### config.mk
export PLATFORM = sky130hd
export DESIGN_NAME = mem_bus_arbiter
export DESIGN_NICKNAME = d
export VERILOG_FILES = /design/src/rtl/mem_bus_arbiter_pkg.sv /design/src/rtl/mem_bus_arbiter_watchdog.sv /design/src/rtl/mem_bus_arbiter.sv
export SDC_FILE = /design/constraint.sdc
export NUM_CORES = 1
export LEC_CHECK = 0
export CORE_MARGIN = 2
export CORE_UTILIZATION = 37
export DETAILED_ROUTE_END_ITERATION = 10
export GPL_TIMING_DRIVEN = 0
export PLACE_DENSITY = 0.77
export SLEW_MARGIN = 20
export SYNTH_ARGS = -nofsm -noshare
export SYNTH_HDL_FRONTEND = slang
export SYNTH_SLANG_ARGS = --single-unit
### constraint.sdc
create_clock -name clk -period 1.8 [get_ports clk]
set_input_delay 0.36 -clock clk [delete_from_list [all_inputs] [get_ports clk]]
set_output_delay 0.36 -clock clk [all_outputs]
set_load 0.01 [all_outputs]
### src/rtl/mem_bus_arbiter_pkg.sv
// Shared types and constants for the IF/MEM bus arbiter.
// State encodings, bus widths and the captured bus command bundle.
package mem_bus_arbiter_pkg;

  localparam int RegBus      = 32;
  localparam int InstAddrBus = 32;
  localparam int DefTimeout  = 255;
  localparam int DefCntW     = 10;

  typedef enum logic [1:0] {
    ArbIdle    = 2'd0,
    ArbIfBusy  = 2'd1,
    ArbMemBusy = 2'd2,
    ArbDone    = 2'd3
  } arb_state_e;

  typedef struct packed {
    logic                   we;
    logic [3:0]             sel;
    logic [InstAddrBus-1:0] addr;
    logic [RegBus-1:0]      wdata;
  } bus_cmd_t;

endpackage

### src/rtl/mem_bus_arbiter_watchdog.sv
// Bus watchdog: counts busy cycles and flags the last allowed one.
// Cleared when a transaction is accepted, advanced while busy.
module mem_bus_arbiter_watchdog #(
  parameter int TIMEOUT = 255,
  parameter int CNT_W   = 10
) (
  input  logic clk,
  input  logic rst,
  input  logic clear_i,
  input  logic enable_i,
  output logic timeout_o
);

  logic [CNT_W-1:0] cnt_q, cnt_d;

  always_comb begin
    cnt_d = cnt_q;
    if (clear_i)       cnt_d = '0;
    else if (enable_i) cnt_d = cnt_q + 1'b1;
  end

  always_ff @(posedge clk) begin
    if (rst) cnt_q <= '0;
    else     cnt_q <= cnt_d;
  end

  // Fires on the TIMEOUT-th busy cycle, so bus_req lasts TIMEOUT cycles.
  assign timeout_o = enable_i && (cnt_q == CNT_W'(TIMEOUT - 1));

endmodule

### src/rtl/mem_bus_arbiter.sv
// Single-port bus arbiter between instruction fetch and the MEM stage.
// MEM has priority; fetches can be flushed; a watchdog ends stuck cycles.
module mem_bus_arbiter
  import mem_bus_arbiter_pkg::*;
#(
  parameter int TIMEOUT = DefTimeout,
  parameter int CNT_W   = DefCntW
) (
  input  logic                   clk,
  input  logic                   rst,
  input  logic                   flush_i,
  input  logic                   if_req_i,
  input  logic [InstAddrBus-1:0] if_addr_i,
  output logic                   if_ready_o,
  output logic [RegBus-1:0]      if_data_o,
  output logic                   if_err_o,
  input  logic                   mem_req_i,
  input  logic                   mem_we_i,
  input  logic [3:0]             mem_sel_i,
  input  logic [InstAddrBus-1:0] mem_addr_i,
  input  logic [RegBus-1:0]      mem_wdata_i,
  output logic                   mem_ready_o,
  output logic [RegBus-1:0]      mem_rdata_o,
  output logic                   mem_err_o,
  output logic                   bus_req_o,
  output logic                   bus_we_o,
  output logic [3:0]             bus_sel_o,
  output logic [InstAddrBus-1:0] bus_addr_o,
  output logic [RegBus-1:0]      bus_wdata_o,
  input  logic                   bus_ack_i,
  input  logic [RegBus-1:0]      bus_rdata_i,
  output logic                   busy_o
);

  arb_state_e        state_q, state_d;
  bus_cmd_t          cmd_q, cmd_d;
  logic              drop_q, drop_d;
  logic              bus_req_q, bus_req_d;
  logic              busy_q, busy_d;
  logic              if_ready_q, if_ready_d;
  logic              if_err_q, if_err_d;
  logic [RegBus-1:0] if_data_q, if_data_d;
  logic              mem_ready_q, mem_ready_d;
  logic              mem_err_q, mem_err_d;
  logic [RegBus-1:0] mem_rdata_q, mem_rdata_d;
  logic              wd_clear, wd_en, wd_to;

  mem_bus_arbiter_watchdog #(
    .TIMEOUT (TIMEOUT),
    .CNT_W   (CNT_W)
  ) u_wd (
    .clk       (clk),
    .rst       (rst),
    .clear_i   (wd_clear),
    .enable_i  (wd_en),
    .timeout_o (wd_to)
  );

  always_comb begin
    state_d     = state_q;
    cmd_d       = cmd_q;
    drop_d      = drop_q;
    bus_req_d   = bus_req_q;
    if_ready_d  = 1'b0;
    if_err_d    = if_err_q;
    if_data_d   = if_data_q;
    mem_ready_d = 1'b0;
    mem_err_d   = mem_err_q;
    mem_rdata_d = mem_rdata_q;
    wd_clear    = 1'b0;
    wd_en       = 1'b0;
    unique case (state_q)
      ArbIdle: begin
        drop_d = 1'b0;
        if (mem_req_i) begin
          cmd_d = '{we: mem_we_i, sel: mem_sel_i,
                    addr: mem_addr_i, wdata: mem_wdata_i};
          bus_req_d = 1'b1;
          wd_clear  = 1'b1;
          state_d   = ArbMemBusy;
        end else if (if_req_i && !flush_i) begin
          cmd_d.we   = 1'b0;
          cmd_d.sel  = 4'hF;
          cmd_d.addr = if_addr_i;
          bus_req_d  = 1'b1;
          wd_clear   = 1'b1;
          state_d    = ArbIfBusy;
        end
      end
      ArbIfBusy: begin
        wd_en = 1'b1;
        if (flush_i) drop_d = 1'b1;
        if (bus_ack_i || wd_to) begin
          bus_req_d = 1'b0;
          state_d   = ArbDone;
          // A flushed fetch still finishes on the bus but is not reported.
          if (!(drop_q || flush_i)) begin
            if_ready_d = 1'b1;
            if_err_d   = !bus_ack_i;
            if_data_d  = bus_ack_i ? bus_rdata_i : '0;
          end
        end
      end
      ArbMemBusy: begin
        wd_en = 1'b1;
        if (bus_ack_i || wd_to) begin
          bus_req_d   = 1'b0;
          state_d     = ArbDone;
          mem_ready_d = 1'b1;
          mem_err_d   = !bus_ack_i;
          mem_rdata_d = bus_ack_i ? bus_rdata_i : '0;
        end
      end
      ArbDone: begin
        drop_d  = 1'b0;
        state_d = ArbIdle;
      end
      default: state_d = ArbIdle;
    endcase
    busy_d = (state_d != ArbIdle);
  end

  always_ff @(posedge clk) begin
    if (rst) begin
      state_q     <= ArbIdle;
      cmd_q       <= '0;
      drop_q      <= 1'b0;
      bus_req_q   <= 1'b0;
      busy_q      <= 1'b0;
      if_ready_q  <= 1'b0;
      if_err_q    <= 1'b0;
      if_data_q   <= '0;
      mem_ready_q <= 1'b0;
      mem_err_q   <= 1'b0;
      mem_rdata_q <= '0;
    end else begin
      state_q     <= state_d;
      cmd_q       <= cmd_d;
      drop_q      <= drop_d;
      bus_req_q   <= bus_req_d;
      busy_q      <= busy_d;
      if_ready_q  <= if_ready_d;
      if_err_q    <= if_err_d;
      if_data_q   <= if_data_d;
      mem_ready_q <= mem_ready_d;
      mem_err_q   <= mem_err_d;
      mem_rdata_q <= mem_rdata_d;
    end
  end

  assign bus_req_o   = bus_req_q;
  assign bus_we_o    = cmd_q.we;
  assign bus_sel_o   = cmd_q.sel;
  assign bus_addr_o  = cmd_q.addr;
  assign bus_wdata_o = cmd_q.wdata;
  assign busy_o      = busy_q;
  assign if_ready_o  = if_ready_q;
  assign if_err_o    = if_err_q;
  assign if_data_o   = if_data_q;
  assign mem_ready_o = mem_ready_q;
  assign mem_err_o   = mem_err_q;
  assign mem_rdata_o = mem_rdata_q;

endmodule

# Word-level counts from Yosys, hierarchy flattened
# Index checks and enable logic that the tools add are counted.
# classes
add_sub_neg,1
eq_ne,7
muxes,19
bitwise_logic,4
n_reduce_logical,22
# ops
cell,n
37-bit two-way mux,2
32-bit two-way mux,1
"10-bit by 1-bit adder with 10-bit output, second input constant",1
"10-bit by 8-bit == test with 1-bit output, second input constant",1
1-bit two-way mux,10
2-bit AND reduction,4
2-bit nonzero test,4
2-bit OR reduction,4
2-bit two-way mux,3
2-bit case mux with 3 select lines,1
3-bit AND reduction,2
"2-bit == test, second input constant",2
1-bit NOT,4
1-bit case mux with 2 select lines,2
"3-bit != test, second input constant",1
3-bit OR reduction,1
"2-bit by 1-bit == test with 1-bit output, second input constant",1
1-bit logical AND,2
1-bit zero test,2
2-bit zero test,1
1-bit logical OR,2
"2-bit by 1-bit != test with 1-bit output, second input constant",1
"2-bit != test, second input constant",1
# totals
register_bits,152
in_bits,139
out_inout_bits,139
wordCells,68

# Longest topological paths before layout
# logic_depth
ltp_word,8
ltp_mapped,8

# By module
# A second synthesis with hierarchy kept.
# hier_totals
cells_unflattened,658
hier_area_um2,6004.5
# modules_own_cells
mod,n_inst,cells_each,area_each_um2
mem_bus_arbiter,1,602,5529.1
mem_bus_arbiter_watchdog,1,56,475.5

# Worst setup path before layout
# Ideal clock, no wire load.
# synth_path
path_type,reg-to-reg
start,register state_q[0]
end,register if_data_q[10] (netlist: if_data_o[10])
setup_time_ns,0.117
arrival_ns,1.622
required_ns,1.683
setup_slack_ns,0.061
path_stages_with_launch,8
n_path_buf,1
period_less_slack_ns,1.739
cell_sequence,dfxtp_1 inv_1 ha_1 nand4bb_1 o31ai_4 a21oi_2 buf_2 a22o_1
# synth_via
elab_chain_cells,6
elab_cells_between_ends,7
cone_classes,eq/ne (2); mux (1); reduce/logical (4)
# synth_lines
element,line,text
"start, declared",mem_bus_arbiter.sv:35,"arb_state_e state_q, state_d;"
"start signal, assigned",mem_bus_arbiter.sv:125,state_q <= ArbIdle;
"start signal, assigned",mem_bus_arbiter.sv:137,state_q <= state_d;
2-bit == test or 2-bit by 1-bit == test with 1-bit output (tied branches),mem_bus_arbiter.sv:72,unique case (state_q)
2-bit OR reduction (no line),-,
1-bit two-way mux,mem_bus_arbiter.sv:72,
1-bit logical AND,mem_bus_arbiter_watchdog.sv:28,assign timeout_o = enable_i && (cnt_q == CNT_W'(TIMEOUT - 1));
1-bit logical OR,mem_bus_arbiter.sv:93,if (bus_ack_i || wd_to) begin
3-bit AND reduction (no line) (*),-,
"end signal, assigned",mem_bus_arbiter.sv:144,if_data_q <= if_data_d;
"end, declared",mem_bus_arbiter.sv:42,"logic [RegBus-1:0] if_data_q, if_data_d;"
# Mark *: on every way between the ends. The rest lies on a longest branch, timed or not.
# A chain may end at the register's enable or synchronous reset.

# Final worst setup path
# layout_path
start,register state_q[0]
end,register if_data_q[23] (netlist: if_data_o[23])
# Same word-level chain as after synthesis.

==> flow_summary.json <==
{
  "outcome": "finished, violations left",
  "failed_checks": "setup timing",
  "die-area_um2": 16700,
  "clock_sinks": 152,
  "yosysMostFrequentCell": "dfxtp_1",
  "drt_iter0_drc": 271,
  "ctsHtreeMaxLevel": 4,
  "final-setup-viol-count": 1,
  "grt_pass1_vias": 5508,
  "pin_count": 278,
  "synth-compound-area-share_pct": 21.7,
  "diodes": 0,
  "hold_end": "bus_addr_o[0]",
  "syn_inst": 622,
  "hold_slack_ns": 0.417,
  "nNetsFinal": 1079,
  "synth_simple_gate_area_share_pct": 13.2,
  "yosys_register_bits": 152,
  "reg2reg_setup_slack_ns": -0.003,
  "chipWidth_um": 129,
  "clock-skew-final_ns": 0.00566,
  "p_per_area_nw_per_um2": 1280,
  "max_freq_mhz": 555,
  "clkTransAtPathRegs_ns": 0.06,
  "wire_per_inst_um": 16.0,
  "routed-via-count": 5732,
  "die_height_um": 129,
  "synth-seq-area-share_pct": 52.3,
  "worstSetupStartpointType": "flop",
  "holdBufCountCts": 0,
  "synthMuxAreaShare_pct": 5.50,
  "async_reset_ff_share_pct": 0,
  "area_growth_syn_to_layout_pct": 68.4,
  "final_max_slew_viol_count": 0,
  "finalCritPeriodShare_pct": 100,
  "yosysWarningCount": 0,
  "hold_start": "mem_req_i",
  "crit_fanout": 8,
  "synth_top_family_by_area": "compound AO/OA/AOI/OAI gates",
  "synth_flop_cell": "dfxtp_1",
  "fin_area_um2": 9800,
  "clk_path_buf_depth": 2,
  "wl_um": 18600,
  "post_dp_cell_area_um2": 8850,
  "hold_viol": 0,
  "post_synth_instance_area_um2": 5820,
  "fp-row-count": 45,
  "worstPathArrival_ns": 2.10,
  "worst_r2r_endpoint": "if_data_o[23]",
  "maxCapViolations": 0,
  "fin_crit_ns": 1.80,
  "grt_use_total_pct": 21.6,
  "via_per_inst": 4.95,
  "cts_buffers": 17,
  "synthDistinctLibCells": 35,
  "peakVddDrop_mv": 0.765,
  "fin_tns_setup_ns": -0.00342,
  "hpwl_um": 13600,
  "grt_overflow_total": 0,
  "reg2regPathDepth": 7,
  "synth_top_area_share_pct": 52.3,
  "synth_xor_area_share_pct": 1.35,
  "crit_type": "flop to flop",
  "start_util_pct": 38.1,
  "slew-limit-headroom_pct": 59.5,
  "cts_root_buf": "clkbuf_16",
  "grt_max_degree": 17,
  "synth_nets": 768,
  "worst_slew_pin_slew_ns": 0.608,
  "rsz0062_at_grt": "yes",
  "clk_latency_ns": 0.41,
  "required_ns": 2.10,
  "place_congestion": 0.837,
  "drc": 0,
  "coreArea_um2": 15300,
  "drtPass1Iterations": 5,
  "r2r_start": "state_q[0]",
  "setup_slack_ns": -0.00342,
  "synth_area_leaders": "dfxtp_1 (52%), nand2_1 (6.8%), a21oi_1 (5.9%), mux2i_1 (5.5%), a311oi_1 (5.0%)",
  "avgSynthCellArea_um2": 9.36,
  "end_kind": "flop",
  "cts_tree": "built",
  "antenna_found_initial": 0,
  "synth_edf_count": 0,
  "worstHoldPathType": "primary input to flop",
  "drive_gt1_share_pct": 11.2,
  "grt_pass1_wl_um": 28500,
  "drtAntennaViolNets": 0,
  "synthAdderAreaFrac_pct": 1.51,
  "portBuffers": 276,
  "yosys.area.top_type": "dfxtp_1",
  "ys_top_cells_by_count": "dfxtp_1 (152), nand2_1 (105), a21oi_1 (69)",
  "p_leak_nw": 3.64,
  "holdPathStages": 3
}
final cells by class:
cell class	count	area [um2]
buffer	51	327
tap	211	264
inverter	5	23.8
clock buffer	17	425
multi-input combinational	412	2630
timing repair buffer	294	2910
fill	1291	5460
sequential	152	3050
clock inverter	15	169
per-stage QoR:
stage               setup WS, ns  total power [mW]  utilization [%]  instances
finish                  -0.00342              12.6             64.2       1157
global placement          -0.665              8.56             58.0       1109
CTS                      -0.0614              12.5             63.3       1153
floorplan                 0.0609              6.52                -        622
detailed placement        -0.687              8.63             58.0       1109
global route             -0.0707              13.3             64.2       1157
timing repair:
action,4_1_cts,5_1_grt
buffers inserted,9,5
setup endpoints to repair,147,134
pin swaps,34,6
cloned,3,1
gates resized for setup,42,29
layout by cell type, fill, tap and decap left out, types with 13 or more instances in the layout:
cell type          n
clkdlybuf4s50_1  276
buf_6             13
a211oi_1          34
mux2i_1           32
nand2_1          105
buf_4             16
a311oi_1          27
clkbuf_16         17
nor2_1            54
a22o_1            32
buf_2             13
a21oi_1           68
clkbuf_1          19
dfxtp_1          150
per-layer routing:
layer	global-route usage [%]	vias to the layer above	share of wire, %
li1	-	2836	-
met1	25.5	2656	41
met5	0	-	0
met3	5.37	24	6.7
met4	8.03	0	1.9
met2	37.9	216	51
worst max-delay path by stage:
stage | cells past startpoint | end | slack (ns) | from
floorplan | 7 | if_data_o[10] | 0.06 | state_q[0]
global placement | 6 | bus_addr_o[12] | -0.66 | flush_i
detailed placement | 6 | bus_addr_o[18] | -0.69 | flush_i
CTS | 7 | if_data_o[5] | -0.06 | state_q[1]
global route | 7 | if_data_o[27] | -0.07 | state_q[0]
finish | 7 | if_data_o[23] | -0.003 | state_q[0]
sequential cells by signal (all words and copies together), names as in the netlist:
register,count
bus_we_o,1
mem_rdata_o,32
drop_q,1
if_ready_o,1
if_err_o,1
u_wd.cnt_q,10
state_q,2
bus_wdata_o,32
busy_o,1
mem_ready_o,1
mem_err_o,1
bus_req_o,1
bus_sel_o,4
bus_addr_o,32
if_data_o,32
cells by family after synthesis:
kind of cell / count (synthesis)
xor+xnor: 9
compound gates: 178
mux: 32
flops: 152
buf+inv: 58
fa+ha+maj: 7
simple gates: 186
critical path, stage by stage (launching register included):
cell and delay [ns]:
dfxtp_2 0.36, inv_4 0.05, ha_4 0.27, nand4bb_4 0.12, o31ai_4 0.32, a21oi_4 0.19
buf_6 0.18, a22o_1 0.21
power by group:
group | switching [mW] | internal, mW | leakage (nW)
Sequential | 0.343 | 4.01 | 1.24
Combinational | 2.31 | 2.33 | 2.12
Clock | 1.50 | 2.07 | 0.277
Power figures use the tool's default switching activity.
